File: config.mk
export PLATFORM = sky130hd
export DESIGN_NAME = id_ex_skid_reg
export DESIGN_NICKNAME = d
export VERILOG_FILES = /design/src/rtl/id_ex_skid_reg.sv
export SDC_FILE = /design/constraint.sdc
export NUM_CORES = 1
export LEC_CHECK = 0
export CORE_ASPECT_RATIO = 1.2
export CORE_MARGIN = 1
export CORE_UTILIZATION = 45
export CTS_BUF_LIST = sky130_fd_sc_hd__clkbuf_4
export DETAILED_ROUTE_END_ITERATION = 8
export PLACE_DENSITY = 0.77
export SETUP_SLACK_MARGIN = 0.3
export SKIP_LAST_GASP = 1
export SLEW_MARGIN = 20
export SYNTH_ARGS = -nofsm -noshare
export SYNTH_HDL_FRONTEND = slang
export SYNTH_SLANG_ARGS = --single-unit
File: constraint.sdc
create_clock -name CLK -period 2.56 [get_ports CLK]
set_input_delay 0.384 -clock CLK [delete_from_list [all_inputs] [get_ports CLK]]
set_output_delay 0.384 -clock CLK [all_outputs]
set_load 0.05 [all_outputs]
File: src/rtl/id_ex_skid_reg.sv
// Decode-to-execute pipeline register with a two-entry skid buffer.
// The main entry drives the execute-stage ALU operands directly; the skid
// entry absorbs the single word that decode may push in the cycle execute
// stalls, so IN_READY can be a pure register with no path from OUT_READY.
//
// state   | meaning
// --------+--------------------------------------------------------
// S_EMPTY | neither entry valid, OUT_VALID=0, IN_READY=1
// S_ONE   | main entry valid (drives OUT_*), skid empty, IN_READY=1
// S_FULL  | main and skid valid, IN_READY=0
module id_ex_skid_reg #(
  parameter int XLEN = 32,
  parameter int RD_W = 5
) (
  input  logic            CLK,
  input  logic            RESET,
  input  logic            FLUSH,
  input  logic            IN_VALID,
  output logic            IN_READY,
  input  logic [XLEN-1:0] IN_PC,
  input  logic [XLEN-1:0] IN_RS1_DATA,
  input  logic [XLEN-1:0] IN_RS2_DATA,
  input  logic [XLEN-1:0] IN_IMM,
  input  logic            IN_ALU_SRC,
  input  logic [2:0]      IN_ALU_CONTROL,
  input  logic [RD_W-1:0] IN_RD,
  input  logic            IN_REG_WRITE,
  output logic            OUT_VALID,
  input  logic            OUT_READY,
  output logic [XLEN-1:0] OUT_PC,
  output logic [XLEN-1:0] OUT_A,
  output logic [XLEN-1:0] OUT_B,
  output logic [XLEN-1:0] OUT_RS2_DATA,
  output logic [2:0]      OUT_ALU_CONTROL,
  output logic [RD_W-1:0] OUT_RD,
  output logic            OUT_REG_WRITE
);

  typedef struct packed {
    logic [XLEN-1:0] pc;
    logic [XLEN-1:0] a;
    logic [XLEN-1:0] b;
    logic [XLEN-1:0] rs2;
    logic [2:0]      alu_ctl;
    logic [RD_W-1:0] rd;
    logic            reg_write;
  } entry_t;

  typedef enum logic [1:0] {
    S_EMPTY = 2'd0,
    S_ONE   = 2'd1,
    S_FULL  = 2'd2
  } state_t;

  state_t state_q, state_d;
  entry_t main_q, main_d;
  entry_t skid_q, skid_d;
  logic   in_ready_q, in_ready_d;
  entry_t in_entry;
  logic   accept;
  logic   fire;

  // Pack the incoming decode word; the B operand mux is resolved here so the
  // ALU sees a plain register on both operands.
  always_comb begin
    in_entry           = '0;
    in_entry.pc        = IN_PC;
    in_entry.a         = IN_RS1_DATA;
    in_entry.b         = IN_ALU_SRC ? IN_IMM : IN_RS2_DATA;
    in_entry.rs2       = IN_RS2_DATA;
    in_entry.alu_ctl   = IN_ALU_CONTROL;
    in_entry.rd        = IN_RD;
    in_entry.reg_write = IN_REG_WRITE;
  end

  assign accept = IN_VALID & in_ready_q;
  assign fire   = (state_q != S_EMPTY) & OUT_READY;

  // Next-state and entry movement; flush clears payloads so a killed
  // instruction cannot leak operands to execute.
  always_comb begin
    state_d = state_q;
    main_d  = main_q;
    skid_d  = skid_q;
    if (FLUSH) begin
      state_d = S_EMPTY;
      main_d  = '0;
      skid_d  = '0;
    end else begin
      unique case (state_q)
        S_EMPTY: begin
          if (accept) begin
            main_d  = in_entry;
            state_d = S_ONE;
          end
        end
        S_ONE: begin
          if (accept && fire) begin
            main_d = in_entry;
          end else if (accept) begin
            skid_d  = in_entry;
            state_d = S_FULL;
          end else if (fire) begin
            state_d = S_EMPTY;
          end
        end
        S_FULL: begin
          if (fire) begin
            main_d  = skid_q;
            state_d = S_ONE;
          end
        end
        default: begin
          state_d = S_EMPTY;
        end
      endcase
    end
  end

  // Ready is computed from the next state so it is a flop output, never a
  // combinational function of OUT_READY.
  assign in_ready_d = (state_d != S_FULL);

  // State, payload and ready registers with synchronous reset.
  always_ff @(posedge CLK) begin
    if (RESET) begin
      state_q    <= S_EMPTY;
      main_q     <= '0;
      skid_q     <= '0;
      in_ready_q <= 1'b1;
    end else begin
      state_q    <= state_d;
      main_q     <= main_d;
      skid_q     <= skid_d;
      in_ready_q <= in_ready_d;
    end
  end

  assign IN_READY        = in_ready_q;
  assign OUT_VALID       = (state_q != S_EMPTY);
  assign OUT_PC          = main_q.pc;
  assign OUT_A           = main_q.a;
  assign OUT_B           = main_q.b;
  assign OUT_RS2_DATA    = main_q.rs2;
  assign OUT_ALU_CONTROL = main_q.alu_ctl;
  assign OUT_RD          = main_q.rd;
  // A stale payload must never trigger a writeback.
  assign OUT_REG_WRITE   = OUT_VALID & main_q.reg_write;

endmodule

-- Yosys cells after proc, flatten, opt, wreduce, memory -nomap -nowiden
Cells that the tools add are included.
- eq/ne operators: 6
- mux-type cells: 12
- bitwise logic cells: 4
- reduce and logical (&&, ||, !) cells: 7
- operator list (cell ; number):
    two-way mux 137 bit ; 3
    case mux 137 bit (3 select lines) ; 1
    two-way mux 32 bit ; 1
    two-way mux 2 bit ; 6
    inequality test 2 bit, second input constant ; 4
    case mux 2 bit (3 select lines) ; 1
    AND reduction 4 bit ; 1
    AND 1 bit ; 3
    AND reduction 3 bit ; 1
    nonzero test 3 bit ; 1
    == test 2 x 1 -> 1 bit, second input constant ; 1
    == test 2 bit, second input constant ; 1
    zero test 2 bit ; 1
    nonzero test 2 bit ; 1
    OR reduction 2 bit ; 1
    logical AND 1 bit ; 1
    NOT 1 bit ; 1
- bits in registers: 277

-- Depth between registers and ports, before layout
Gate-level depths: netlist of run 1.
- depth in word-level cells: 8
- gate-level depth with buffers: 7
- mapped depth without buffers: 4

-- Worst setup path before layout of run 1
No wires, ideal clock.
- path kind: register to register
- start point: reg in_ready_q (netlist: IN_READY)
- end point: reg skid_q[100] in the netlist's numbering
- arrival: 1882 ps
- path slack: 546 ps
- cell stages (with the launch flop): 8
- buffers on the path: 3
- period minus slack after synthesis: 2014 ps
- cell sequence: dfxtp_1 -> nand2_1 -> or3_1 -> clkbuf_1 -> buf_2 -> buf_2 -> nand2_1 -> a21oi_1
- cells in the longest elaborated chain, start to end: 4
- ends and longest elaborated chain (element ; RTL line ; source):
    start, declared ; 58 ; logic in_ready_q, in_ready_d;
    start signal, assigned ; 135 ; in_ready_q <= in_ready_d;
    AND 1 bit * ; 76 ; assign accept = IN_VALID & in_ready_q;
    logical AND 1 bit ; 98 ; if (accept && fire) begin
    NOT 1 bit (no line) ; - ;
    AND reduction 3 bit (no line) * ; - ;
    end signal, assigned ; 134 ; skid_q <= skid_d;
    end, declared ; 57 ; entry_t skid_q, skid_d;
Mark *: on every way between the ends. The rest lies on a longest branch, timed or not.
A chain may end at the register's enable or synchronous reset.

-- Worst setup path in the final report of run 1
- start point: reg main_q, in the netlist OUT_PC[1]
- end point: out OUT_PC[1]
- RTL lines (element ; RTL line ; source):
    start, declared ; 56 ; entry_t main_q, main_d;
    start signal, assigned ; 133 ; main_q <= main_d;
    end, declared ; 30 ; output logic [XLEN-1:0] OUT_PC,
No word-level cell between the ends.

==> results of run 1 <==
==> logic make-up after synthesis <==
| family | count (synthesis) |
|---|---|
| muxes | 138 |
| AOI/OAI and AO/OA | 311 |
| buffers and inverters | 251 |
| DFF | 277 |
| and+or+nand+nor | 424 |
==> area by class of cell <==
cell class	count	area (µm²)
Fill cell	2355	11120
Sequential cell	277	5547
Multi-Input combinational cell	873	5036
Timing Repair Buffer	314	3263
Clock buffer	103	773.2
Tap cell	335	419.2
Clock inverter	24	177.7
Antenna cell	3	7.507
Inverter	1	3.754
==> stage by stage <==
stage	hold WS (ns)	setup WS, ns
after floorplan	0.4323	0.5457
after global placement	0.4380	0.2558
after detailed placement	0.4431	0.1824
after CTS	0.2218	0.3004
after global routing	0.2508	0.3006
final	0.2956	0.3792
==> sequential cells by signal, summed over array words and instances, names as in the netlist <==
signal,cells
OUT_A,32
OUT_RD,5
OUT_PC,32
OUT_ALU_CONTROL,3
OUT_B,32
IN_READY,1
skid_q,137
main_q,1
state_q,2
OUT_RS2_DATA,32
==> where the power goes <==
part           internal (µW)  total, µW  switching (µW)
registers               4420       4480            58.8
logic                    526       1360             830
clock network           2160       3920            1760
total                   7110       9760            2650
==> placed cells by master (no fill, tap or decap) <==
master           count
nor2_1             138
inv_1                1
and2_1               1
nand2b_1             1
buf_4               16
o22a_1               1
mux2i_1            138
or2_2                1
dfxtp_2              1
or3_4                1
o211ai_1            32
o31ai_4              1
nand2_1            276
nand4b_1             1
nand3b_1             1
dlymetal6s2s_1      35
buf_2                1
clkbuf_4           103
o21a_1               1
clkinvlp_4           1
clkinv_2             4
a211o_1              1
dlygate4sd2_1       83
buf_12              18
clkdlybuf4s50_1    160
bufinv_16            3
nand2b_4             1
nor2b_1              1
nor3_4               1
o31a_1               1
a211oi_1           137
clkdlybuf4s15_2      1
clkinv_1            16
or2_4                1
a21oi_1            137
dfxtp_1            276
diode_2              3
==> routing by layer <==
metal  share of wire [%]  global-route usage (%)
met3                 6.8                   6.332
met5                   0                       0
met1                  41                   23.80
met4                 3.2                   10.50
met2                  49                   36.11
==> final timing paths <==
path / start / end / slack (ns) / cells after the start
min: IN_RS1_DATA[13] / skid_q[86] / 0.30 / 3
max: OUT_PC[1] / OUT_PC[1] / 0.38 / 1
min reg2reg: OUT_B[7] / OUT_B[7] / 0.45 / 2
max reg2reg: IN_READY / OUT_B[0] / 0.69 / 5
==> worst reg2reg max path, cell delays in order, from the launching register on <==
cell and delay, ns:
dfxtp_1 0.35, nand2_1 0.21, o31ai_4 0.38, buf_12 0.41, o211ai_1 0.26, a21oi_1 0.18
==> timing repair <==
item                                    CTS  global route
endpoints found under the setup margin   85            35
gates resized for setup                  87            35
cloned                                    0             0
==> results.sh, run 1 <==
export IMPL_status="complete, no violations"
export IMPL_grt_pass1_vias=9615
export IMPL_cts_made_buffers=73
export IMPL_synthSimpleGateAreaFrac_pct=13.43
export IMPL_vdd_ir_drop_max_mv=0.3786
export IMPL_rows=65
export IMPL_synth_seq_cells=277
export IMPL_total_power_uw=9760
export IMPL_cts_hold_buf=0
export IMPL_grt_pass1_wl_mm=46.99
export IMPL_clkSlewWorstSetupHoldPaths_ns=0.06
export IMPL_power_leakage_uw=0.007113
export IMPL_routedWlPerCell_um=15.29
export IMPL_synthAdderAreaFrac_pct=0
export IMPL_worstPathRequired_ns=2.18
export IMPL_synth_area_leaders="dfxtp_1 46%, mux2i_1 11%, buf_4 8.8%"
export IMPL_root_buffer="clkbuf_4"
export IMPL_drive_above_1_share_pct=9.673
export IMPL_max_cap_violations=0
export IMPL_muxShareOfSynthArea_pct=11.42
export IMPL_syn_nets=1544
export IMPL_cts_tree="done"
export IMPL_fin_crit_sh_pct=85.19
export IMPL_placed_cells=1800
export IMPL_numPortBuffers=281
export IMPL_critPathKind="reg2out"
export IMPL_die_h_um=181.6
export IMPL_relSlewSlack_pct=58.99
export IMPL_synth_cells=1401
export IMPL_critPathBufInv=1
export IMPL_fin_util_pct=57.79
export IMPL_placed_cell_area_mm2=0.01428
export IMPL_cts_setup_buffers=0
export IMPL_synth_async_reset_ratio_pct=0
export IMPL_max_freq_mhz=458.5
export IMPL_dr_pass1_iters=5
export IMPL_cpMaxStageDelayCell="clkdlybuf4s50_1"
export IMPL_final_max_slew_viol_count=0
export IMPL_cts_sinks=277
export IMPL_track_usage_pct=21.24
export IMPL_worst_pin_slew_ns=0.6151
export IMPL_syn_area_mm2=0.01210
export IMPL_clock_latency_ns=0.67
export IMPL_drc=0
export IMPL_synth_top_area_cell="dfxtp_1"
export IMPL_fin_crit_ns=2.181
export IMPL_io_pins=282
export IMPL_crit_path_start_kind="flop"
export IMPL_ys_flop_type="dfxtp_1"
export IMPL_finalSetupViolCount=0
export IMPL_via_per_inst=5.127
export IMPL_place_hpwl_mm=19.30
export IMPL_power_density_mw_per_mm2=641.0
export IMPL_core_mm2=0.02635
export IMPL_critical_path_max_stage_delay_ns=0.82
export IMPL_synthXorXnorAreaFrac_pct=0
export IMPL_path_max_fanout=2
export IMPL_ys_seq_area_share_pct=45.84
export IMPL_finClkSkew_ns=0.03876
export IMPL_area_delta_synth_final_pct=25.88
export IMPL_antenna_found_initial=3
export IMPL_nets=1683
export IMPL_htreeDepth=3
export IMPL_report_final_hold_viol_count=0
export IMPL_yosys_warnings=0
export IMPL_fp_dieW_um=151.7
export IMPL_cts_buffer_depth=3
export IMPL_syn_area_per_cell_um2=8.634
export IMPL_grt_overflow_total=0
export IMPL_synth_compound_area_share_pct=16.61
export IMPL_start_util_pct=45.91
export IMPL_rsz0062_at_grt="no"
export IMPL_vias=9896
export IMPL_totalWireLength_mm=29.50
export IMPL_path_delay_family="buffers and inverters"
export IMPL_synth_edf_count=0
export IMPL_gp_congestion=0.7760
export IMPL_hp_class="in2reg"
export IMPL_arrival_ns=1.80
export IMPL_finalSetupTns_ns=0
export IMPL_yosysTopAreaCellShare_pct=45.84
export IMPL_synth_top_family_by_area="compound AO/OA/AOI/OAI gates"
export IMPL_die_area_mm2=0.02754
export IMPL_drtAntennaViolNets=0
export IMPL_worstSetupEndpointType="primary output"
export IMPL_cp_cell_sequence="clkdlybuf4s50_1"
export IMPL_grt_max_degree=116
export IMPL_finalNonFillerCells=1930
export IMPL_drt_iter0_drc=441
export IMPL_yosysMostFrequentCell="dfxtp_1"
export IMPL_stdcell_area_mm2=0.01523
export IMPL_ys_types=25
export IMPL_synth_common_cells="277 x dfxtp_1, 276 x nand2_1, 141 x buf_4, 138 x mux2i_1, 138 x nor2_1"
No activity file was read; power rests on OpenSTA's default activity.
==> run 2, diff against run 1 <==
CORE_MARGIN = 4   (was 1)
==> results.sh, run 2 (synthesized netlist as in run 1, its figures left out) <==
export IMPL_dr_pass1_iters=6
export IMPL_switchingPower_uw=2650
export IMPL_drive_above_1_share_pct=9.647
export IMPL_drc=0
export IMPL_path_delay_family="buffers and inverters"
export IMPL_max_freq_mhz=458.2
export IMPL_die_h_um=187.6
export IMPL_core_mm2=0.02643
export IMPL_p_seq_share_pct=45.2
export IMPL_worstPathRequired_ns=2.18
export IMPL_htreeDepth=3
export IMPL_finClkSkew_ns=0.04913
export IMPL_power_density_mw_per_mm2=650.3
export IMPL_worstSetupEndpointType="primary output"
export IMPL_clkSlewWorstSetupHoldPaths_ns=0.07
export IMPL_internal_power_uw=7261
export IMPL_fin_util_pct=57.66
export IMPL_track_usage_pct=19.99
export IMPL_regMostFlops="skid_q"
export IMPL_critPathKind="reg2out"
export IMPL_preCtsSetupSlack_ns=0.1948
export IMPL_via_per_inst=5.182
export IMPL_vias=9976
export IMPL_grt_pass1_vias=9798
export IMPL_n_fill_cell=2340
export IMPL_ff2ff_setup_slack_ns=0.76
export IMPL_arrival_ns=1.80
export IMPL_rows=65
export IMPL_finalSetupTns_ns=0
export IMPL_p_sw_share_pct=26.73
export IMPL_fin_crit_ns=2.182
export IMPL_crit_path_start_kind="flop"
export IMPL_root_buffer="clkbuf_4"
export IMPL_critPathBufInv=1
export IMPL_final_common_cell="dfxtp_1"
export IMPL_routedWlPerCell_um=15.80
export IMPL_fin_ws_ns=0.3777
export IMPL_grt_pass1_wl_mm=49.00
export IMPL_relSlewSlack_pct=60.92
export IMPL_rsz0062_at_grt="yes"
export IMPL_hp_class="in2reg"
export IMPL_combPwrFrac_pct=14.0
export IMPL_max_cap_violations=0
export IMPL_numPortBuffers=281
export IMPL_antenna_found_initial=4
export IMPL_fp_dieW_um=157.7
export IMPL_drt_iter0_drc=420
export IMPL_worst_pin_slew_ns=0.5885
export IMPL_cts_sinks=277
export IMPL_cp_cell_sequence="clkdlybuf4s50_1"
export IMPL_status="complete, no violations"
export IMPL_vdd_ir_drop_max_mv=0.4564
export IMPL_cts_made_buffers=72
export IMPL_area_delta_synth_final_pct=25.98
export IMPL_cpMaxStageDelayCell="clkdlybuf4s50_1"
export IMPL_path_max_fanout=2
export IMPL_cts_buffer_depth=3
export IMPL_nets=1681
export IMPL_drtAntennaViolNets=0
export IMPL_cts_hold_buf=0
export IMPL_gp_congestion=0.7968
export IMPL_grt_max_degree=106
export IMPL_cts_tree="done"
export IMPL_grt_overflow_total=0
export IMPL_largest_reg_flops=137
export IMPL_final_max_slew_viol_count=0
export IMPL_total_power_uw=9911
export IMPL_critical_path_max_stage_delay_ns=0.81
export IMPL_die_area_mm2=0.02958
export IMPL_layout_common_cells="277 x dfxtp_1, 276 x nand2_1, 177 x clkdlybuf4s50_1"
export IMPL_fin_crit_sh_pct=85.25
export IMPL_totalWireLength_mm=30.42
export IMPL_io_pins=282
export IMPL_pwr_share_clk_pct=40.8
export IMPL_place_hpwl_mm=19.97
export IMPL_power_leakage_uw=0.007004
export IMPL_start_util_pct=45.77
export IMPL_report_final_hold_viol_count=0
export IMPL_finalSetupViolCount=0
export IMPL_clock_latency_ns=0.66
run 2: cell types whose count changed in the layout (fill, tap and decap cells not counted), sizes merged:
cell,change
buf,-1
clkdlybuf4s50,+17
clkinv,-10
clkinvlp,+1
bufinv,+1
clkbuf,+3
dlygate4sd2,-15
dlymetal6s2s,-2
diode,+1
run 2: repair_timing:
item | 4_1_cts | 5_1_grt
hold endpoints to repair | 0 | 0
endpoints found under the setup margin | 69 | 34
gates resized for setup | 69 | 34
setup buffers | 0 | 0
pin swaps | 0 | 0
run 2: metal layers:
metal  wire, µm  share of wire (%)  vias up  global-route usage (%)
met3       2068                6.8       78                   5.379
met5          0                  0        -                       0
met1      12070                 40     4597                   23.09
met4       1065                3.5        0                   9.831
li1           -                  -     4971                       -
met2      15210                 50      330                   33.81
run 2: final cells by class:
type / count / area (µm²) / area share, %
clock buffer: 106 / 795.8 / 5.222
antenna: 4 / 10.01 / 0.06568
timing repair buffer: 313 / 3256 / 21.36
tap: 335 / 419.2 / 2.750
multi-input combinational: 873 / 5036 / 33.05
sequential: 277 / 5545 / 36.39
clock inverter: 16 / 173.9 / 1.141
inverter: 1 / 3.754 / 0.02463
run 2: path summary, 6_finish.rpt:
path	start	endpoint	cells after the start
hold / removal	IN_RD[1]	skid_q[2]	3
setup / recovery	OUT_A[14]	OUT_A[14]	1
hold reg to reg	OUT_B[31]	OUT_B[31]	2
setup reg to reg	IN_READY	OUT_A[13]	6
run 2: stage by stage:
step | instance area [µm²] | std cells | hold slack (ns)
floorplan | 12100 | 1401 | 0.4323
global placement | 14260 | 1799 | 0.4371
detailed placement | 14260 | 1799 | 0.4438
CTS | 15150 | 1921 | 0.2278
global route | 15240 | 1925 | 0.2593
finish | 15240 | 1925 | 0.2898
run 2: power by group through the flow:
stage               Clock [µW]  Sequential (µW)  Combinational [µW]
global placement             0             4580                1400
floorplan                    0             4560                 959
finish                    4040             4480                1380
detailed placement           0             4580                1420
global route              4420             4490                1480
CTS                       4180             4480                1390
==> run 3, diff against run 2 <==
TNS_END_PERCENT = 30   (was unset)
==> results.sh, run 3 (synthesized netlist as in run 1, its figures left out) <==
export IMPL_final_common_cell="dfxtp_1"
export IMPL_final_max_slew_viol_count=0
export IMPL_crit_start="OUT_B[24]"
export IMPL_relSlewSlack_pct=60.59
export IMPL_busiest_layer="met2"
export IMPL_cts_tree="done"
export IMPL_max_freq_mhz=453.2
export IMPL_path_delay_family="buffers and inverters"
export IMPL_rr_startpoint="IN_READY"
export IMPL_cpMaxStageDelayCell="clkdlybuf4s50_1"
export IMPL_root_buffer="clkbuf_4"
export IMPL_critPathBufInv=1
export IMPL_nets=1681
export IMPL_finClkSkew_ns=0.04858
export IMPL_worstSetupEndpointType="primary output"
export IMPL_antenna_found_initial=4
export IMPL_start_util_pct=45.77
export IMPL_power_density_mw_per_mm2=650.6
export IMPL_p_seq_share_pct=45.1
export IMPL_power_leakage_uw=0.006637
export IMPL_critical_path_max_stage_delay_ns=0.83
export IMPL_rows=65
export IMPL_p_sw_share_pct=26.67
export IMPL_cts_made_buffers=72
export IMPL_finalSetupTns_ns=0
export IMPL_n_fill_cell=2306
export IMPL_ff2ff_setup_slack_ns=0.76
export IMPL_track_usage_pct=19.99
export IMPL_total_power_uw=9935
export IMPL_worst_pin_slew_ns=0.5893
export IMPL_r2r_end="OUT_A[13]"
export IMPL_dr_pass1_iters=5
export IMPL_pwr_share_clk_pct=40.7
export IMPL_finalNonFillerCells=1925
export IMPL_placed_cells=1799
export IMPL_reg2reg_depth=6
export IMPL_drc=0
export IMPL_grt_use_met3_pct=5.402
export IMPL_internal_power_uw=7285
export IMPL_cts_hold_buf=0
export IMPL_grt_util_met2_pct=33.70
export IMPL_numPortBuffers=281
export IMPL_clkSlewWorstSetupHoldPaths_ns=0.07
export IMPL_regMostFlops="skid_q"
export IMPL_drtAntennaViolNets=0
export IMPL_totalWireLength_mm=30.28
export IMPL_grt_overflow_total=0
export IMPL_rsz0062_at_grt="yes"
export IMPL_fp_dieW_um=157.7
export IMPL_cp_cell_sequence="clkdlybuf4s50_1"
export IMPL_cts_setup_buffers=0
export IMPL_hold_depth=3
export IMPL_cts_buffer_depth=3
export IMPL_vdd_ir_drop_max_mv=0.4564
export IMPL_grt_pass1_wl_mm=49.00
export IMPL_fin_crit_sh_pct=86.20
export IMPL_core_mm2=0.02643
export IMPL_io_pins=282
export IMPL_combPwrFrac_pct=14.1
export IMPL_vias=9912
export IMPL_path_max_fanout=2
export IMPL_die_area_mm2=0.02958
export IMPL_status="complete, no violations"
export IMPL_largest_reg_flops=137
export IMPL_fin_util_pct=57.78
export IMPL_via_per_inst=5.149
export IMPL_place_hpwl_mm=19.97
export IMPL_grt_pass1_vias=9806
export IMPL_hp_class="in2reg"
export IMPL_critPathKind="reg2out"
export IMPL_path_depth=1
export IMPL_grt_max_degree=106
export IMPL_switchingPower_uw=2650
export IMPL_drive_above_1_share_pct=9.710
export IMPL_fin_crit_ns=2.207
export IMPL_routedWlPerCell_um=15.73
export IMPL_htreeDepth=3
export IMPL_gp_congestion=0.7968
export IMPL_worstPathRequired_ns=2.18
export IMPL_grt_met1_usage_pct=23.07
export IMPL_max_cap_violations=0
export IMPL_report_final_hold_viol_count=0
export IMPL_cts_resized=20
export IMPL_die_h_um=187.6
export IMPL_arrival_ns=1.82
export IMPL_crit_path_start_kind="flop"
export IMPL_cts_sinks=277
export IMPL_area_delta_synth_final_pct=26.24
export IMPL_clock_latency_ns=0.66
export IMPL_crit_end="OUT_B[24]"
export IMPL_layout_common_cells="277 x dfxtp_1, 276 x nand2_1, 236 x clkdlybuf4s50_1"
export IMPL_drt_iter0_drc=437
export IMPL_finalSetupViolCount=0
-- run 3: worst min path at each step --
stage,start,endpoint
3_5_place_dp,OUT_B[7],OUT_B[7]
4_1_cts,IN_RD[1],skid_q[2]
6_report,IN_RD[1],skid_q[2]
5_1_grt,IN_RS1_DATA[13],skid_q[86]
3_3_place_gp,OUT_B[6],OUT_B[6]
2_1_floorplan,OUT_B[0],OUT_B[0]
-- run 3: power groups by stage --
stage               logic [µW]  registers (µW)  clock network (µW)
global placement          1400            4580                   0
CTS                       1420            4490                4180
detailed placement        1420            4580                   0
global route              1510            4500                4420
finish                    1400            4490                4050
floorplan                  959            4560                   0
-- run 3: layer usage --
metal / vias up / share of wire, % / wire length [µm]
met5: - / 0 / 0
met4: 0 / 3.3 / 1011
met3: 78 / 6.2 / 1884
met2: 289 / 50 / 15100
met1: 4574 / 41 / 12290
li1: 4971 / - / -
-- run 3: area by class of cell --
type                       instances  area, µm²  share of cell area [%]
antenna                            4      10.01                 0.06555
clock inverter                    16      173.9                   1.139
tap                              335      419.2                   2.745
multi-input combinational        873       5036                   32.98
timing repair buffer             313       3287                   21.52
inverter                           1      3.754                 0.02458
sequential                       277       5545                   36.31
clock buffer                     106      795.8                   5.211
-- run 3: through the flow --
step	hold WS, ns	worst slack, ns	cell area [µm²]
finish	0.2959	0.3533	15270
global route	0.2593	0.2675	15270
CTS	0.2278	0.2796	15210
detailed placement	0.4438	0.1948	14260
global placement	0.4371	0.2995	14260
floorplan	0.4323	0.5457	12100
